## src/rtl/uart_pkg.sv

```systemverilog
// rtl/uart_pkg.sv - shared UART types, framing constants and baud helpers
package uart_pkg;

  // Receiver/transmitter state encoding shared by both directions of the link.
  typedef enum logic [2:0] {
    IDLE      = 3'd0,
    START     = 3'd1,
    DATA      = 3'd2,
    PARITY    = 3'd3,
    STOP      = 3'd4,
    WAIT_IDLE = 3'd5
  } rx_state_t;

  localparam int   DATA_BITS  = 8;
  localparam logic IDLE_LEVEL = 1'b1;

  // Clocks per bit, truncated exactly like the transmitter computes it so both ends agree.
  function automatic int clks_per_bit(input int clk_freq, input int baud);
    return clk_freq / baud;
  endfunction

  // Even-parity bit for one data byte (the bit that makes the total count of ones even).
  function automatic logic even_parity(input logic [DATA_BITS-1:0] b);
    return ^b;
  endfunction

endpackage

```

## src/rtl/uart_receiver_sync_2ff.sv

```systemverilog
// rtl/uart_receiver_sync_2ff.sv - generic two-flop synchronizer with selectable reset level
module sync_2ff #(
  parameter logic RST_VAL = 1'b1
) (
  input  logic clock,
  input  logic reset_n,
  input  logic d,
  output logic q
);

  logic meta;

  // Two back-to-back flops; the first may go metastable, the second gives it a cycle to settle.
  always_ff @(posedge clock or negedge reset_n) begin
    if (!reset_n) begin
      meta <= RST_VAL;
      q    <= RST_VAL;
    end else begin
      meta <= d;
      q    <= meta;
    end
  end

endmodule

```

## src/rtl/uart_receiver.sv

```systemverilog
// rtl/uart_receiver.sv - 8N1 UART receive stage; define UART_RX_PARITY_EN for an even-parity bit and parity_err
module uart_receiver
  import uart_pkg::*;
#(
  parameter int CLK_FREQ  = 100_000_000,
  parameter int BAUD_RATE = 115200
) (
  input  logic                 clock,
  input  logic                 reset_n,
  input  logic                 rx,
  output logic [DATA_BITS-1:0] data_out,
  output logic                 rx_valid,
  output logic                 frame_err,
  output logic                 busy
`ifdef UART_RX_PARITY_EN
  ,
  output logic                 parity_err
`endif
);

  localparam int CLKS_PER_BIT = clks_per_bit(CLK_FREQ, BAUD_RATE);
  localparam int CNT_W        = $clog2(CLKS_PER_BIT);

  localparam logic [CNT_W-1:0] BIT_LAST  = CNT_W'(CLKS_PER_BIT - 1);
  localparam logic [CNT_W-1:0] HALF_LAST = CNT_W'(CLKS_PER_BIT / 2 - 1);
  localparam logic [2:0]       LAST_IDX  = 3'(DATA_BITS - 1);

  localparam logic [2:0] ST_IDLE      = IDLE;
  localparam logic [2:0] ST_START     = START;
  localparam logic [2:0] ST_DATA      = DATA;
  localparam logic [2:0] ST_STOP      = STOP;
  localparam logic [2:0] ST_WAIT_IDLE = WAIT_IDLE;
`ifdef UART_RX_PARITY_EN
  localparam logic [2:0] ST_PARITY    = PARITY;
  localparam logic [2:0] ST_AFTER_DATA = ST_PARITY;
`else
  localparam logic [2:0] ST_AFTER_DATA = ST_STOP;
`endif

  logic                 rx_s;
  logic [2:0]           state;
  logic [CNT_W-1:0]     baud_cnt;
  logic [2:0]           bit_idx;
  logic [DATA_BITS-1:0] shift_reg;
  logic                 baud_tick;
  logic                 half_tick;
`ifdef UART_RX_PARITY_EN
  logic                 parity_bit;
  logic                 parity_ok;
`endif

  sync_2ff #(
    .RST_VAL (IDLE_LEVEL)
  ) u_rx_sync (
    .clock   (clock),
    .reset_n (reset_n),
    .d       (rx),
    .q       (rx_s)
  );

  assign baud_tick = (baud_cnt == BIT_LAST);
  assign half_tick = (baud_cnt == HALF_LAST);
  assign busy      = (state != ST_IDLE);
`ifdef UART_RX_PARITY_EN
  assign parity_ok = (even_parity(shift_reg) == parity_bit);
`endif

  // Frame FSM: start-bit qualification at mid-bit, centre sampling of data/stop, single-cycle result pulses.
  always_ff @(posedge clock or negedge reset_n) begin
    if (!reset_n) begin
      state      <= ST_IDLE;
      baud_cnt   <= '0;
      bit_idx    <= '0;
      shift_reg  <= '0;
      data_out   <= '0;
      rx_valid   <= 1'b0;
      frame_err  <= 1'b0;
`ifdef UART_RX_PARITY_EN
      parity_bit <= 1'b0;
      parity_err <= 1'b0;
`endif
    end else begin
      rx_valid   <= 1'b0;
      frame_err  <= 1'b0;
`ifdef UART_RX_PARITY_EN
      parity_err <= 1'b0;
`endif
      case (state)
        ST_IDLE: begin
          if (rx_s != IDLE_LEVEL) begin
            state    <= ST_START;
            baud_cnt <= '0;
          end
        end

        ST_START: begin
          if (half_tick) begin
            baud_cnt <= '0;
            if (rx_s != IDLE_LEVEL) begin
              state   <= ST_DATA;
              bit_idx <= '0;
            end else begin
              // Line went back high before mid-bit: a glitch, not a start bit.
              state <= ST_IDLE;
            end
          end else begin
            baud_cnt <= baud_cnt + 1'b1;
          end
        end

        ST_DATA: begin
          if (baud_tick) begin
            baud_cnt           <= '0;
            shift_reg[bit_idx] <= rx_s;
            if (bit_idx == LAST_IDX) begin
              state <= ST_AFTER_DATA;
            end else begin
              bit_idx <= bit_idx + 1'b1;
            end
          end else begin
            baud_cnt <= baud_cnt + 1'b1;
          end
        end

`ifdef UART_RX_PARITY_EN
        ST_PARITY: begin
          if (baud_tick) begin
            baud_cnt   <= '0;
            parity_bit <= rx_s;
            state      <= ST_STOP;
          end else begin
            baud_cnt <= baud_cnt + 1'b1;
          end
        end
`endif

        ST_STOP: begin
          if (baud_tick) begin
            baud_cnt <= '0;
            if (rx_s == IDLE_LEVEL) begin
              // Good stop bit: the line is idle now, so a new start edge can be taken next cycle.
              state <= ST_IDLE;
`ifdef UART_RX_PARITY_EN
              if (parity_ok) begin
                data_out <= shift_reg;
                rx_valid <= 1'b1;
              end else begin
                parity_err <= 1'b1;
              end
`else
              data_out <= shift_reg;
              rx_valid <= 1'b1;
`endif
            end else begin
              frame_err <= 1'b1;
              state     <= ST_WAIT_IDLE;
            end
          end else begin
            baud_cnt <= baud_cnt + 1'b1;
          end
        end

        ST_WAIT_IDLE: begin
          // A low line after a bad stop bit is a break, not a new start bit.
          if (rx_s == IDLE_LEVEL) begin
            state <= ST_IDLE;
          end
        end

        default: begin
          state <= ST_IDLE;
        end
      endcase
    end
  end

endmodule

```

## config.mk

```make
export PLATFORM = sky130hd
export DESIGN_NAME = uart_receiver
export DESIGN_NICKNAME = d
export VERILOG_FILES = /design/src/rtl/uart_pkg.sv /design/src/rtl/uart_receiver_sync_2ff.sv /design/src/rtl/uart_receiver.sv
export SDC_FILE = /design/constraint.sdc
export NUM_CORES = 1
export LEC_CHECK = 0
export CAP_MARGIN = 20
export CORE_ASPECT_RATIO = 1.1
export CORE_MARGIN = 2
export CORE_UTILIZATION = 40
export CTS_CLUSTER_SIZE = 24
export DETAILED_ROUTE_END_ITERATION = 7
export GPL_TIMING_DRIVEN = 0
export HOLD_SLACK_MARGIN = 0.1
export SYNTH_ARGS = -nofsm -noshare
export SYNTH_HDL_FRONTEND = slang
export SYNTH_SLANG_ARGS = --single-unit
```

## constraint.sdc

```tcl
create_clock -name clock -period 2 [get_ports clock]
set_input_delay 0.3 -clock clock [delete_from_list [all_inputs] [get_ports clock]]
set_output_delay 0.3 -clock clock [all_outputs]
set_load 0.01 [all_outputs]
```

==> flow_summary.yaml <==
outcome:
  status: "finished, violations left"
  violations: "negative setup slack"
clock_network:
  cts.sinks: 36
  clockRootBuffer: "clkbuf_8"
  clk_latency_ps: 290
  clockBufferDepth: 2
  htreeDepth: 2
  clk_pin_slew_worst_paths_ps: 80
  cts_tree: "built"
  cts_inserted_buffers: 5
routing:
  drcViolationCount: 0
  antenna_left: 0
  first_pass_iters: 4
  routed_wl_um: 3920
  drt_iter0_markers: 107
  routedWlPerCell_um: 15.1
  vias: 1421
  vias_per_cell: 5.47
min_path:
  hold_path_class: "input pin to async pin"
timing:
  max_freq_ghz: 0.494
  rsz0062_at_grt: "yes"
  min_period_ps: 2020
  finalClockSkew_ps: 4.99
  fin_ws_ps: -24.1
  setup-violations-final: 2
  worst_pin_slew_ps: 777
  finalHoldViolCount: 0
  slew_headroom_pct: 48.2
  drv_slew: 0
  post-route-period-util_pct: 101
final_layout:
  fin_area_um2: 2400
  nets: 212
  nFillCells: 363
  largest_register_ffs: 10
  area_growth_syn_to_layout_pct: 32.3
  finalNonFillerCells: 260
  antennaDiodeCount: 0
  final-seq-area_um2: 910
  final_util_pct: 55.6
  multi_input_comb_area_um2: 980
  post_route_cells_drive_above_1_share_pct: 38.3
synthesis:
  async_reset_ff_share_pct: 100
  yosysTopAreaCell: "dfrtp_1"
  ys.flop_type: "dfrtp_1"
  ys_ff_latch: 36
  yosys-top-cells-area: "dfrtp_1, mux2_2, dfstp_2"
  synth_top_area_share_pct: 46.9
  netlist_area_um2: 1810
  synth_edf_count: 0
  syn_inst: 168
  ys_warn_count: 0
  synth_most_common_cell: "dfrtp_1"
  yosysSeqAreaShare_pct: 49.8
  syn_avg_cell_area_um2: 10.8
  ys_types: 45
  synth_common_cells: "dfrtp_1, mux2_2, nand2_1"
  synth_fp_nets: 175
floorplanning:
  core_area_um2: 4320
  die-height_um: 74.6
  num_rows: 25
  ios: 14
  dieArea_um2: 5090
  die_width_um: 68.2
  initial_core_util_pct: 42.0
pwr:
  seqPwrFrac_pct: 52.0
  p_comb_share_pct: 1.5
  power_switching_share_pct: 21.3
  powerDensity_nw_per_um2: 588
  p_leak_nw: 1.06
  p_sw_mw: 0.301
  vdd_drop_max_uv: 387
  power_mw: 1.41
  intPower_mw: 1.11
  pwr-share-clk_pct: 46.5
run:
  maxCapViolations: 0
place:
  postPlaceCellArea_um2: 2010
  gp_congestion: 0.811
  dpl.cell_count: 235
  dp_hpwl_um: 2420
  portBuffers: 13
critical_path:
  reg2reg_slack_ps: -20
  r2r_start: "baud_cnt[1]"
  start_kind: "flip-flop"
  reg2reg_depth: 8
  cp_data_required_time_ps: 2180
  path_class: "flip-flop to flip-flop"
  cp-end-kind: "flip-flop"
  r2r_end: "baud_cnt[3]"
  arrival_ps: 2210
  crit_fanout: 4
global_routing:
  globalRouteMet3Util_pct: 4.48
  gr-usage-all-layers_pct: 17.1
  grt_start_max_net_pins: 37
  antenna_found_initial: 0
  busiest_layer: "met2"
  globalRouteMet2Util_pct: 27.9
  grt_pass1_vias: 1400
  grt_pass1_wl_um: 6410
  grtUsageMet1_pct: 21.8
  overflow: 0
-- per-stage QoR --
step	setup WS [ps]	TNS, ps	hold slack, ps
3_3_place_gp	-190	-4740	346
6_report	-24.1	-28.8	83.7
2_1_floorplan	97.4	0	4.41
3_5_place_dp	-287	-1740	347
5_1_grt	-65.0	-414	149
4_1_cts	-25.7	-49.5	115
-- worst max-delay path: stages (launching register included) --
cell and delay [ps]:
dfrtp_1 400, inv_2 90, ha_4 110, or4b_4 470, o31ai_4 260, buf_4 160
o31a_1 210, nor3b_1 70, a21o_1 150
-- cell usage in the layout (no fill, tap or decap), drive strengths merged --
| cell | n |
|---|---|
| o22ai | 1 |
| nor2b | 1 |
| clkbuf | 8 |
| clkdlybuf4s50 | 12 |
| or4 | 1 |
| a31oi | 3 |
| or2 | 1 |
| or4b | 1 |
| a21o | 3 |
| o31a | 2 |
| nand3b | 2 |
| and3 | 4 |
| nand2b | 2 |
| mux2 | 17 |
| nand2 | 10 |
| nand3 | 4 |
| xnor2 | 2 |
| dfrtp | 34 |
| dfstp | 2 |
| o21ai | 11 |
| buf | 22 |
| a21oi | 6 |
| a22o | 3 |
| or2b | 1 |
| nor4 | 2 |
| ha | 4 |
| bufinv | 1 |
| and2 | 1 |
| inv | 8 |
| o31ai | 2 |
| nor3b | 5 |
| nor2 | 10 |
| maj3 | 1 |
| and4bb | 1 |
| nor3 | 9 |
| o32ai | 1 |
| nand4 | 5 |
| or3 | 2 |
| clkinvlp | 1 |
-- cell type report --
cell class,count,share of cell area (%)
Clock inverter,3,1.93
Inverter,7,1.09
Sequential cell,36,37.9
Buffer,7,2.03
Clock buffer,5,2.87
Tap cell,54,2.82
Multi-Input combinational cell,118,40.8
Timing Repair Buffer,30,10.5
-- worst max path at each step --
stage	end	cells after the start	start
3_3_place_gp	baud_cnt[2]	6	baud_cnt[0]
2_1_floorplan	shift_reg[4]	6	baud_cnt[4]
6_report	baud_cnt[3]	8	baud_cnt[1]
5_1_grt	baud_cnt[3]	8	baud_cnt[1]
4_1_cts	baud_cnt[3]	8	baud_cnt[1]
3_5_place_dp	baud_cnt[7]	6	baud_cnt[0]
-- power groups by stage --
stage / clock network, mW / registers, mW / logic, mW
floorplan: 0 / 0.747 / 0.00367
global placement: 0 / 0.747 / 0.0229
detailed placement: 0 / 0.747 / 0.0229
CTS: 0.680 / 0.733 / 0.0229
global route: 0.712 / 0.734 / 0.0258
finish: 0.657 / 0.733 / 0.0213
-- what timing repair did --
item,4_1_cts,5_1_grt
setup endpoints to repair,13,32
hold buffers,0,0
cloned,1,0
buffers inserted,13,4
gates resized for setup,17,21
pin swaps,8,11
-- layer usage --
metal	vias up	share of wire (%)
met4	0	1.5
met3	7	3.3
met5	-	0
li1	683	-
met1	709	45
met2	22	50
-- kinds of logic (layout without fill, tap and decap cells) --
kind of cell	count (synthesis)	count (layout)	synth area share, %
and+or+nand+nor	62	62	20.6
DFF	36	36	49.8
AOI/OAI and AO/OA	31	32	10.9
muxes	17	17	10.6
buffers and inverters	15	52	3.86
adders and majority gates	5	5	3.31
xor gates and xnor gates	2	2	0.966
No activity file was read; power rests on OpenSTA's default activity.
==> RTL change (config.mk and constraints unchanged) <==
The option `UART_RX_PARITY_EN` is turned on by a define.
--- a/src/rtl/uart_receiver.sv
+++ b/src/rtl/uart_receiver.sv
@@ -1,3 +1,5 @@
 // rtl/uart_receiver.sv - 8N1 UART receive stage; define UART_RX_PARITY_EN for an even-parity bit and parity_err
+`define UART_RX_PARITY_EN
+
 module uart_receiver
   import uart_pkg::*;
Function (old outputs only; new: parity_err): same outputs for any inputs over 10 cycles, from zero or initial values and one cycle with reset_n low; that may be too few to reach the edited logic, so the function may still have changed.
==> RTL change against the original RTL <==
Highest routed layer unchanged. Area after synthesis increased by 6.6%. Cell area increased by 7.6%. Via count increased by 6.8%. Setup slack got worse by 310 ps. Critical path depth decreased by 3. Critical endpoint is now shift_reg[4]. Total power decreased by 6.7%. Wire length increased by 15%. Non-clock buffer count increased by 3. The run still ends with negative setup slack left. Sequential cell count increased by 2. Largest power group unchanged.
==> RTL change: results (changes against the original RTL) <==
** Status
- The flow ran to the end, but the final reports show violations.
- Failing checks :: negative setup slack

** Timing
- Minimum setup slack in the final design :: -329 ps (-305 ps)
- Largest clock skew in the final design :: 11.9 ps (+6.94 ps)
- The total of endpoints with negative setup slack in the final report came to 21 (+19).
- Sum of negative setup slack :: -3690 ps (-3660 ps)
- Max-slew headroom at the worst pin :: 0.435 (-0.0473)

** Drt
- The met1 routed wirelength after detailed routing was 1980 microns (+11%).
- Drt initial violations :: 85 (-21%)
- Met3 wire length :: 162 microns (+26%)

** Final layout
- The share of layout cells above drive strength 1 is 0.382 (-0.00101).
- The number of standard cells in the final layout excluding fillers was 273 (+5.0%).
- Filler instances :: 385 (+6.1%)

** GRT
- The met1 global-route usage is 0.209 (-0.00870).
- Overall track demand over capacity in global routing :: 0.162 (-0.00924)
- Met2 usage :: 0.270 (-0.00958)
- Pin count of the biggest net entering global routing :: 39 (+5.4%)
- The via count of the first global-routing pass is 1474 (+5.3%).
- Global-route met3 utilization :: 0.0302 (-0.0146)
- Global-route wire length before repair :: 7030 microns (+9.7%)

** Synthesis
- The sequential area share after synthesis is 0.493 (-0.00473).
- After synthesis, the cell types taking the most area are dfrtp_1 47%, mux2_2 8.2%, o21ai_0 3.4%.
- Area of the mapped netlist :: 1930 sq um (+6.6%)
- Number of cells produced by synthesis :: 176 (+4.8%)
- Ranked by instance count, the synthesized netlist is headed by 36 x dfrtp_1, 14 x mux2_2, 13 x o21ai_0.
- Number of distinct library cell variants in the gate-level netlist after synthesis :: 47 (+4.4%)

** Worst setup path
- Critical path arrival :: 2520 ps (+310 ps)
- Worst R2R Path Depth :: 5 (-3)
- Startpoint of the worst-slack reg-to-reg timing path :: baud_cnt[3]
- Reg2Reg Capture Point :: shift_reg[4]

** Placed design
- Number of cells in the design after placement :: 246 (+4.7%)
- Buffers added on ports :: 14 (+1)
- The half-perimeter wire length of the detailed placement result came to 2780 microns (+15%).
- The placement-stage worst setup slack came to -553 ps (-265 ps).
- The final weighted congestion of routability-driven global placement came to 0.853 (+5.3%).
==> RTL change: worst max-delay path, cell delays in order, from the launching register on <==
cell     delay (ps)
dfrtp_1         400
or3b_4          420
or3_4           350
or4_4           490
nor3b_2         230
mux2_1          340
==> RTL change: cell type report <==
class | count | area, sq um | area share
plain buffers | 6 | 46.3 | 0.0179
clock buffers | 6 | 72.6 | 0.0281
clock inverters | 2 | 10.0 | 0.00388
inverters | 6 | 22.5 | 0.00872
multi-input cells | 125 | 1110 | 0.428
flip-flops and latches | 38 | 960 | 0.372
well taps | 56 | 70.1 | 0.0271
repair buffers | 34 | 295 | 0.114
==> RTL change: power by group through the flow <==
stage	clock (mW)	sequential, mW	combinational (mW)
after floorplan	0	0.788	0.00379
after global placement	0	0.789	0.0245
after detailed placement	0	0.788	0.0242
after CTS	0.532	0.773	0.0247
after global routing	0.559	0.774	0.0273
final	0.520	0.774	0.0228
==> RTL change: what timing repair did <==
action,4_1_cts,5_1_grt
buffers inserted,8,12
pin swaps,7,9
endpoints found under the setup margin,28,30
cloned,0,1
gates resized for setup,28,23
==> RTL change: cells by family after synthesis <==
logic type      Yosys count  synth area share
simple gates             63             0.204
buf+inv                  14            0.0298
compound gates           32             0.104
flops                    38             0.493
mux                      18             0.104
fa+ha+maj                 4            0.0259
xor+xnor                  7            0.0388
==> RTL change: worst max path at each step <==
stage                startpoint           end  cells past startpoint
floorplan           baud_cnt[0]  shift_reg[2]                      6
detailed placement  baud_cnt[0]  shift_reg[0]                      6
global placement    baud_cnt[0]  shift_reg[0]                      6
finish              baud_cnt[3]  shift_reg[4]                      5
CTS                 baud_cnt[3]  shift_reg[4]                      5
global route        baud_cnt[5]  shift_reg[0]                      5
